<file path="src/rtl/breakout_pkg.sv">
// Shared types and defaults for the breakout game sequencer.
package breakout_pkg;

  typedef enum logic [2:0] {
    IDLE  = 3'd0,
    SERVE = 3'd1,
    PLAY  = 3'd2,
    LOST  = 3'd3,
    OVER  = 3'd4,
    WON   = 3'd5
  } game_state_t;

  localparam int DEFAULT_LIVES  = 3;
  localparam int DEFAULT_BRICKS = 50;

endpackage

</file>
<file path="src/rtl/breakout_game_ctrl_serve_timer.sv">
// Serve delay timer: counts frame_tick pulses while enabled, done when the
// count equals SERVE_FRAMES. clear has priority and holds the count at zero.
module serve_timer #(
  parameter int SERVE_FRAMES = 60
) (
  input  logic clk,
  input  logic reset,
  input  logic clear,
  input  logic en,
  input  logic frame_tick,
  output logic done
);

  localparam int CW = $clog2(SERVE_FRAMES + 1);

  logic [CW-1:0] count_reg;

  assign done = (count_reg == CW'(SERVE_FRAMES));

  // Frame counter; stops at the target so it never overshoots before clear.
  always_ff @(posedge clk or negedge reset) begin
    if (!reset) begin
      count_reg <= '0;
    end else if (clear) begin
      count_reg <= '0;
    end else if (en && frame_tick && !done) begin
      count_reg <= count_reg + 1'b1;
    end
  end

endmodule

</file>
<file path="src/rtl/breakout_game_ctrl.sv">
// Breakout game sequencer: IDLE -> SERVE -> PLAY -> LOST/WON/OVER.
// Owns lives, score and bricks-remaining; gates the ball/paddle datapath.
// Optional feature: define HISCORE_EN to add the hi_score output.
module breakout_game_ctrl
  import breakout_pkg::*;
#(
  parameter int LIVES        = DEFAULT_LIVES,
  parameter int SERVE_FRAMES = 60,
  parameter int NUM_BRICKS   = DEFAULT_BRICKS,
  parameter int SCORE_W      = 10
) (
  input  logic               clk,
  input  logic               reset,
  input  logic               frame_tick,
  input  logic               start,
  input  logic               ball_lost,
  input  logic [1:0]         hit_count,
  output logic [2:0]         state,
  output logic               play_en,
  output logic               serve,
  output logic [2:0]         lives,
  output logic [SCORE_W-1:0] score,
  output logic               game_over,
  output logic               game_won
`ifdef HISCORE_EN
  ,
  output logic [SCORE_W-1:0] hi_score
`endif
);

  localparam int BW = $clog2(NUM_BRICKS + 1);

  game_state_t        state_reg, state_next;
  logic [2:0]         lives_reg, lives_next, lives_dec;
  logic [SCORE_W-1:0] score_reg, score_next;
  logic [SCORE_W:0]   score_sum;
  logic [BW-1:0]      bricks_left_reg, bricks_left_next;
  logic               serve_reg, serve_next;
  logic               play_en_reg, game_over_reg, game_won_reg;
  logic               start_q;
  logic               start_rise;
  logic               timer_done;

  assign start_rise = start & ~start_q;
  assign lives_dec  = lives_reg - 3'd1;

  // Timer runs only in SERVE and restarts from zero on every SERVE entry.
  serve_timer #(
    .SERVE_FRAMES(SERVE_FRAMES)
  ) u_serve_timer (
    .clk       (clk),
    .reset     (reset),
    .clear     ((state_reg != SERVE) || timer_done),
    .en        (state_reg == SERVE),
    .frame_tick(frame_tick),
    .done      (timer_done)
  );

  // Next-state and counter updates; PLAY is the only state that uses hits.
  always_comb begin
    state_next       = state_reg;
    lives_next       = lives_reg;
    score_next       = score_reg;
    bricks_left_next = bricks_left_reg;
    serve_next       = 1'b0;
    score_sum        = {1'b0, score_reg} + (SCORE_W + 1)'(hit_count);
    case (state_reg)
      IDLE: begin
        if (start_rise) begin
          state_next       = SERVE;
          lives_next       = 3'(LIVES);
          score_next       = '0;
          bricks_left_next = BW'(NUM_BRICKS);
          serve_next       = 1'b1;
        end
      end
      SERVE: begin
        if (timer_done) begin
          state_next = PLAY;
        end
      end
      PLAY: begin
        score_next = score_sum[SCORE_W] ? '1 : score_sum[SCORE_W-1:0];
        // Clearing the last brick wins even if the ball is lost this cycle.
        if (BW'(hit_count) >= bricks_left_reg) begin
          bricks_left_next = '0;
          state_next       = WON;
        end else begin
          bricks_left_next = bricks_left_reg - BW'(hit_count);
          if (ball_lost) begin
            state_next = LOST;
          end
        end
      end
      LOST: begin
        lives_next = lives_dec;
        if (lives_dec != 3'd0) begin
          state_next = SERVE;
          serve_next = 1'b1;
        end else begin
          state_next = OVER;
        end
      end
      OVER, WON: begin
        if (start_rise) begin
          state_next = IDLE;
        end
      end
      default: state_next = IDLE;
    endcase
  end

  // State, counters and registered outputs derived from the next state.
  always_ff @(posedge clk or negedge reset) begin
    if (!reset) begin
      state_reg       <= IDLE;
      lives_reg       <= 3'(LIVES);
      score_reg       <= '0;
      bricks_left_reg <= BW'(NUM_BRICKS);
      serve_reg       <= 1'b0;
      play_en_reg     <= 1'b0;
      game_over_reg   <= 1'b0;
      game_won_reg    <= 1'b0;
      start_q         <= 1'b0;
    end else begin
      state_reg       <= state_next;
      lives_reg       <= lives_next;
      score_reg       <= score_next;
      bricks_left_reg <= bricks_left_next;
      serve_reg       <= serve_next;
      play_en_reg     <= (state_next == PLAY);
      game_over_reg   <= (state_next == OVER);
      game_won_reg    <= (state_next == WON);
      start_q         <= start;
    end
  end

`ifdef HISCORE_EN
  logic [SCORE_W-1:0] hi_score_reg;
  logic               end_entry;

  assign end_entry = ((state_next == OVER) || (state_next == WON)) &&
                     !((state_reg == OVER) || (state_reg == WON));

  // Best score is captured once per game, including the final cycle's hits.
  always_ff @(posedge clk or negedge reset) begin
    if (!reset) begin
      hi_score_reg <= '0;
    end else if (end_entry && (score_next > hi_score_reg)) begin
      hi_score_reg <= score_next;
    end
  end

  assign hi_score = hi_score_reg;
`endif

  assign state     = state_reg;
  assign play_en   = play_en_reg;
  assign serve     = serve_reg;
  assign lives     = lives_reg;
  assign score     = score_reg;
  assign game_over = game_over_reg;
  assign game_won  = game_won_reg;

endmodule

</file>
<file path="config.mk">
export PLATFORM = sky130hd
export DESIGN_NAME = breakout_game_ctrl
export DESIGN_NICKNAME = d
export VERILOG_FILES = /design/src/rtl/breakout_pkg.sv /design/src/rtl/breakout_game_ctrl_serve_timer.sv /design/src/rtl/breakout_game_ctrl.sv
export SDC_FILE = /design/constraint.sdc
export NUM_CORES = 1
export LEC_CHECK = 0
export ABC_AREA = 1
export CAP_MARGIN = 20
export CORE_MARGIN = 5
export CORE_UTILIZATION = 54
export CTS_CLUSTER_DIAMETER = 150
export DETAILED_ROUTE_END_ITERATION = 10
export GPL_TIMING_DRIVEN = 0
export HOLD_SLACK_MARGIN = 0.02
export PLACE_DENSITY_LB_ADDON = 0.12
export SETUP_SLACK_MARGIN = 0.5
export SKIP_CTS_REPAIR_TIMING = 1
export SYNTH_ARGS = -nofsm -noshare
export SYNTH_HDL_FRONTEND = slang
export SYNTH_HIERARCHICAL = 1
export SYNTH_SLANG_ARGS = --single-unit
</file>
<file path="constraint.sdc">
create_clock -name clk -period 2.25 [get_ports clk]
set_input_delay 0.45 -clock clk [delete_from_list [all_inputs] [get_ports clk]]
set_output_delay 0.45 -clock clk [all_outputs]
set_load 0.02 [all_outputs]
</file>
==> metrics.txt, run 1 <==
status complete, no violations; slew of the pin with the lowest slew margin 0.739 ns; Net Count, Synth 267; Root Driver clkbuf_8; fin crit share 77.4%; pin count of the biggest net entering global routing 34; EDFF count, synth 0; Avg Cell Area, Syn about 7.9 um2; first-pass GRT wire length 7260 um; Sink Count 33; multi-input logic area roughly 1100 um2; clk_lat worst skew just under 0.3 ns; CTS tree built; DR vias/cell just over 5; post-synthesis async set-or-reset flop share 100%; Max-slew headroom 50.7%; Antenna Violating Nets Remaining 0; Reg area about 830 um2; initial DRC count 108; r2r startpoint score[0]$_DFFE_PN0P_; number of buffers added on ports 26; CP bufs+invs 1; GRT Overall Usage between 15 and 20%; vias in the first global route roughly 1700; Leak roughly 1.5 nW; layout cells sized above 1 between 20% and 30%; max incr delay on CP 0.61 ns; # nets final about 300; H-tree depth 2; antenna cells 0; Max Root-Sink Buffers 2; Mapped Area about 2000 um2; Crit path required time 1.80 ns; die height 70.6 um; Critical Path Fanout Max 3; CP Class flip-flop to output pin; max reg flops 10; critical path launch point type flip-flop; Clock Pin Slew Worst Setup and Hold Paths roughly 0.070 ns; Die Wd 70.6 um; RSZ-0062 raised after global routing true; Ports 27; Peak VDD IR between 0.0004 and 0.0005 V; final setup vio count 0; CP delay by family, top buffers and inverters; final slew viol count 0; cell row count 22; slowest CP cell clkdlybuf4s50_1; Num CTS Buffers 5; PwrDens 552 nW/um2; fin crit period around 1.7 ns; Netlist cell types 31; Critical Path, Cell by Cell clkdlybuf4s50_1; Fin Clk Skew roughly 0.0061 ns; die area 4980 um2; top_reg_cell synth dfrtp_1; max_cap viols 0; vias between 1500 and 2000; First-pass DRT Iterations 4; initial antenna violation count 0; total gr overflow 0; setup TNS 0 ns; final hold viol count 0; fill cell count between 200 and 300; worst hold slack around 0.22 ns; Core ar. roughly 3600 um2; DR WL/cell about 13 um; Initial Util 55.0%; Synth Register Bits 33; Critical Path AT ~1.3 ns; part of the Yosys area used for sequential elements between 40% and 50%; Total Power 1.41 mW; hpwl dp ~3000 um; GPL Wtd Cong between 0.8 and 0.9; crit path from score[0]$_DFFE_PN0P_; area added between synthesis and finish 29.3%; Syn. warnings 6; Residual DRC 0; Crit. End Element output pin; Worst Hold Class primary input to async pin; total wire length around 4300 um; Syn Inst Count between 200 and 300; Max Fclk 574 MHz
==> power by group <==
| part | leakage, nW | total [mW] | switching [mW] | internal (mW) |
|---|---|---|---|---|
| registers | 0.430 | 0.670 | 0.0401 | 0.630 |
| logic | 0.988 | 0.276 | 0.160 | 0.115 |
| clock network | 0.0455 | 0.469 | 0.219 | 0.250 |
==> final timing paths <==
check / endpoint / slack, ns / cells past startpoint
max: score[0] / 0.51 / 1
min: play_en$_DFF_PN0_ / 0.22 / 1
max reg2reg: score[1]$_DFFE_PN0P_ / 0.58 / 10
min reg2reg: lives[1]$_DFFE_PN1P_ / 0.52 / 2
max in group asynchronous: score[0]$_DFFE_PN0P_ / 1.51 / 1
min in group clk: lives[1]$_DFFE_PN1P_ / 0.52 / 2
==> per-stage QoR <==
stage / cells / instance area [um2] / worst slack, ns / util [%]
after global routing: 336 / 2560 / 0.458 / 71.1
after detailed placement: 324 / 2300 / -0.219 / 63.7
after CTS: 332 / 2390 / 0.0754 / 66.2
final: 336 / 2560 / 0.508 / 71.1
after global placement: 324 / 2300 / -0.177 / 63.9
after floorplan: 250 / 1980 / 0.522 / -
==> kinds of logic (layout without fill, tap and decap cells) <==
family | count (synthesis) | count (layout) | share of synthesized area [%]
AO/OA/AOI/OAI | 30 | 30 | 8.46
XOR/XNOR | 5 | 5 | 2.21
adder cells (fa/ha/maj) | 10 | 10 | 7.07
buffers and inverters | 39 | 77 | 7.77
flip-flops | 33 | 33 | 42.0
AND/OR/NAND/NOR | 133 | 133 | 32.5
==> cells in the final DEF (no fill, tap or decap), drive strengths merged <==
cell type and instances:
nand3 23, nor3 1, ha 8, fa 2
o21bai 2, or2 1, dlymetal6s2s 17, clkbuf 8
o21ai 17, clkdlybuf4s50 8, clkinvlp 1, inv 37
nor2 26, nand3b 1, o22ai 3, xor2 3
nand4 7, a21oi 7, dfstp 5, nand2 74
buf 6, a31oi 1, xnor2 2, dfrtp 28
==> synth_stat cells (3+ instances only) <==
cell type | n | area (um2)
o21ai_1 | 3 | 15.0
a21oi_1 | 6 | 30.0
nand2_2 | 3 | 18.8
nor2_4 | 3 | 33.8
o21ai_0 | 13 | 65.1
dfstp_2 | 5 | 131
o22ai_1 | 3 | 18.8
nand3_1 | 18 | 90.1
nand2_1 | 70 | 263
xor2_1 | 3 | 26.3
inv_1 | 36 | 135
nand3_2 | 4 | 40.0
ha_1 | 8 | 100
nand4_1 | 7 | 43.8
nor2_1 | 20 | 75.1
dfrtp_1 | 28 | 701
==> per-layer routing <==
| metal | vias up | track usage, % | part of all wire (%) |
|---|---|---|---|
| li1 | 871 | - | - |
| met1 | 799 | 22.0 | 45 |
| met2 | 45 | 29.8 | 48 |
| met3 | 5 | 7.24 | 6.1 |
| met4 | 0 | 7.72 | 0.93 |
| met5 | - | 0 | 0 |
==> layout make-up <==
| class | count | share of cell area, % |
|---|---|---|
| sequential | 33 | 32.6 |
| inverter | 38 | 5.71 |
| timing repair buffer | 30 | 12.8 |
| buffer | 1 | 0.439 |
| multi-input combinational | 178 | 42.6 |
| tap | 48 | 2.34 |
| clock buffer | 8 | 3.52 |
No activity file was read; power rests on OpenSTA's default activity.
==> inputs of run 2 (changes only) <==
Clock period 2.25 ns to 1.7 ns, I/O delays scaled along.
==> metrics.txt, run 2 (synthesis gave the netlist of run 1 again) <==
Worst R2R Setup Slack 0.05 ns; dpl cell area approximately 2400 um2; GPL Wtd Cong 0.845; Crit path required time roughly 1.9 ns; Max Fclk slightly above 600 MHz; max_cap viols 0; Crit. End Element flip-flop; vias in the first global route about 1800; layout cells sized above 1 around 44%; final slew viol count 0; initial antenna violation count 0; DR vias/cell 5.28; H-tree depth 2; pin count of the biggest net entering global routing 34; CP Class flip-flop to flip-flop; Residual DRC 0; Die Wd between 70 and 80 um; fin crit period between 1.5 and 2 ns; max reg flops 10; Clock Pin Slew Worst Setup and Hold Paths about 0.07 ns; cell row count 22; vias 1885; Max-slew headroom roughly 49%; first-pass GRT wire length 7560 um; slowest CP cell dfrtp_1; Worst Hold Class primary input to async pin; PwrDens ~720 nW/um2; Critical Path AT between 1.5 and 2 ns; CTS tree built; antenna cells 0; initial DRC count ~120; final hold viol count 0; post-route cell area ~2900 um2; RSZ-0062 raised after global routing true; Total Power between 2 and 2.5 mW; total wire length just over 5000 um; Initial Util roughly 55%; Core ar. between 3000 and 4000 um2; total gr overflow 0; fin crit share 97.3%; Critical Path, Cell by Cell inv_2 > ha_4 > inv_2 > fa_2 > nand2_2 > nand3_4 > nor2_4 > nor2_2 > nand2_2 > nor2_1; hpwl dp 3100 um; reg2reg end game_over$_DFF_PN0_; Peak VDD IR slightly above 0.0009 V; slew of the pin with the lowest slew margin roughly 0.76 ns; number of buffers added on ports 26; status complete, no violations; Num CTS Buffers 5; max incr delay on CP ~0.37 ns; Leak between 1 and 1.5 nW; Sink Count 33; Antenna Violating Nets Remaining 0; critical path launch point type flip-flop; GRT Overall Usage 19.1%; Root Driver clkbuf_8; Ports 27; r2r startpoint bricks_left_reg[0]$_DFFE_PN0P_; most frequent cells in the layout nand2_1 (59), buf_6 (22), inv_1 (21), dfrtp_1 (19), buf_4 (18); # nets final roughly 330; die area between 4000 and 5000 um2; Critical Path Fanout Max 4; commonest non-fill, non-tap cell in the layout nand2_1; area added between synthesis and finish 44.3%; final setup vio count 0; First-pass DRT Iterations 4; Max Root-Sink Buffers 2; die height between 70 and 80 um; DR WL/cell about 14 um; clk_lat worst skew just under 0.3 ns; Reg2Reg Depth 10; crit path from bricks_left_reg[0]$_DFFE_PN0P_; Fin Clk Skew between 0.003 and 0.004 ns
[run 2: worst max-delay path, delay by kind of cell, from the launching register on]
kind / cells / cell delay [ns]
DFF: 1 / 0.37
buffers and inverters: 2 / 0.11
adders and majority gates: 2 / 0.49
and+or+nand+nor: 6 / 0.57
[run 2: how the worst max path moves through the flow]
stage / slack [ns] / cells after the start / endpoint
after floorplan: 0.08 / 9 / score[8]$_DFFE_PN0P_
after global placement: -0.56 / 1 / state[1]$_DFF_PN0_
after detailed placement: -0.47 / 11 / score[2]$_DFFE_PN0P_
after CTS: -0.16 / 11 / score[2]$_DFFE_PN0P_
after global routing: -0.05 / 10 / score[1]$_DFFE_PN0P_
final: 0.05 / 10 / game_over$_DFF_PN0_
[run 2: power by group]
part / switching [mW] / leakage [nW] / total [mW] / internal [mW]
clock network: 0.294 / 0.0395 / 0.585 / 0.291
registers: 0.0640 / 0.420 / 0.899 / 0.835
logic: 0.296 / 0.977 / 0.565 / 0.269
[run 2: metrics by stage]
step	setup slack, ns	hold slack [ns]	std cells	util, %	setup TNS, ns
floorplan	0.0828	0.0444	250	-	0
global placement	-0.560	0.508	324	67.1	-21.75
detailed placement	-0.471	0.444	324	67.0	-8.84
CTS	-0.163	0.132	332	69.2	-2.70
global route	-0.0519	0.173	357	79.3	-0.323
finish	0.0459	0.119	357	79.3	0
[run 2: final cells by class]
| class | instances | area, um2 |
|---|---|---|
| buffer | 1 | 11.3 |
| timing repair buffer | 51 | 472 |
| tap | 48 | 60.1 |
| clock buffer | 8 | 80.1 |
| inverter | 38 | 148 |
| multi-input combinational | 178 | 1250 |
| sequential | 33 | 843 |
| fill | 246 | 746 |
[run 2: layer usage]
metal | global-route usage, % | share of wire, %
met1 | 22.8 | 42
met2 | 30.9 | 49
met3 | 5.68 | 4.8
met4 | 10.4 | 3.2
met5 | 0 | 0
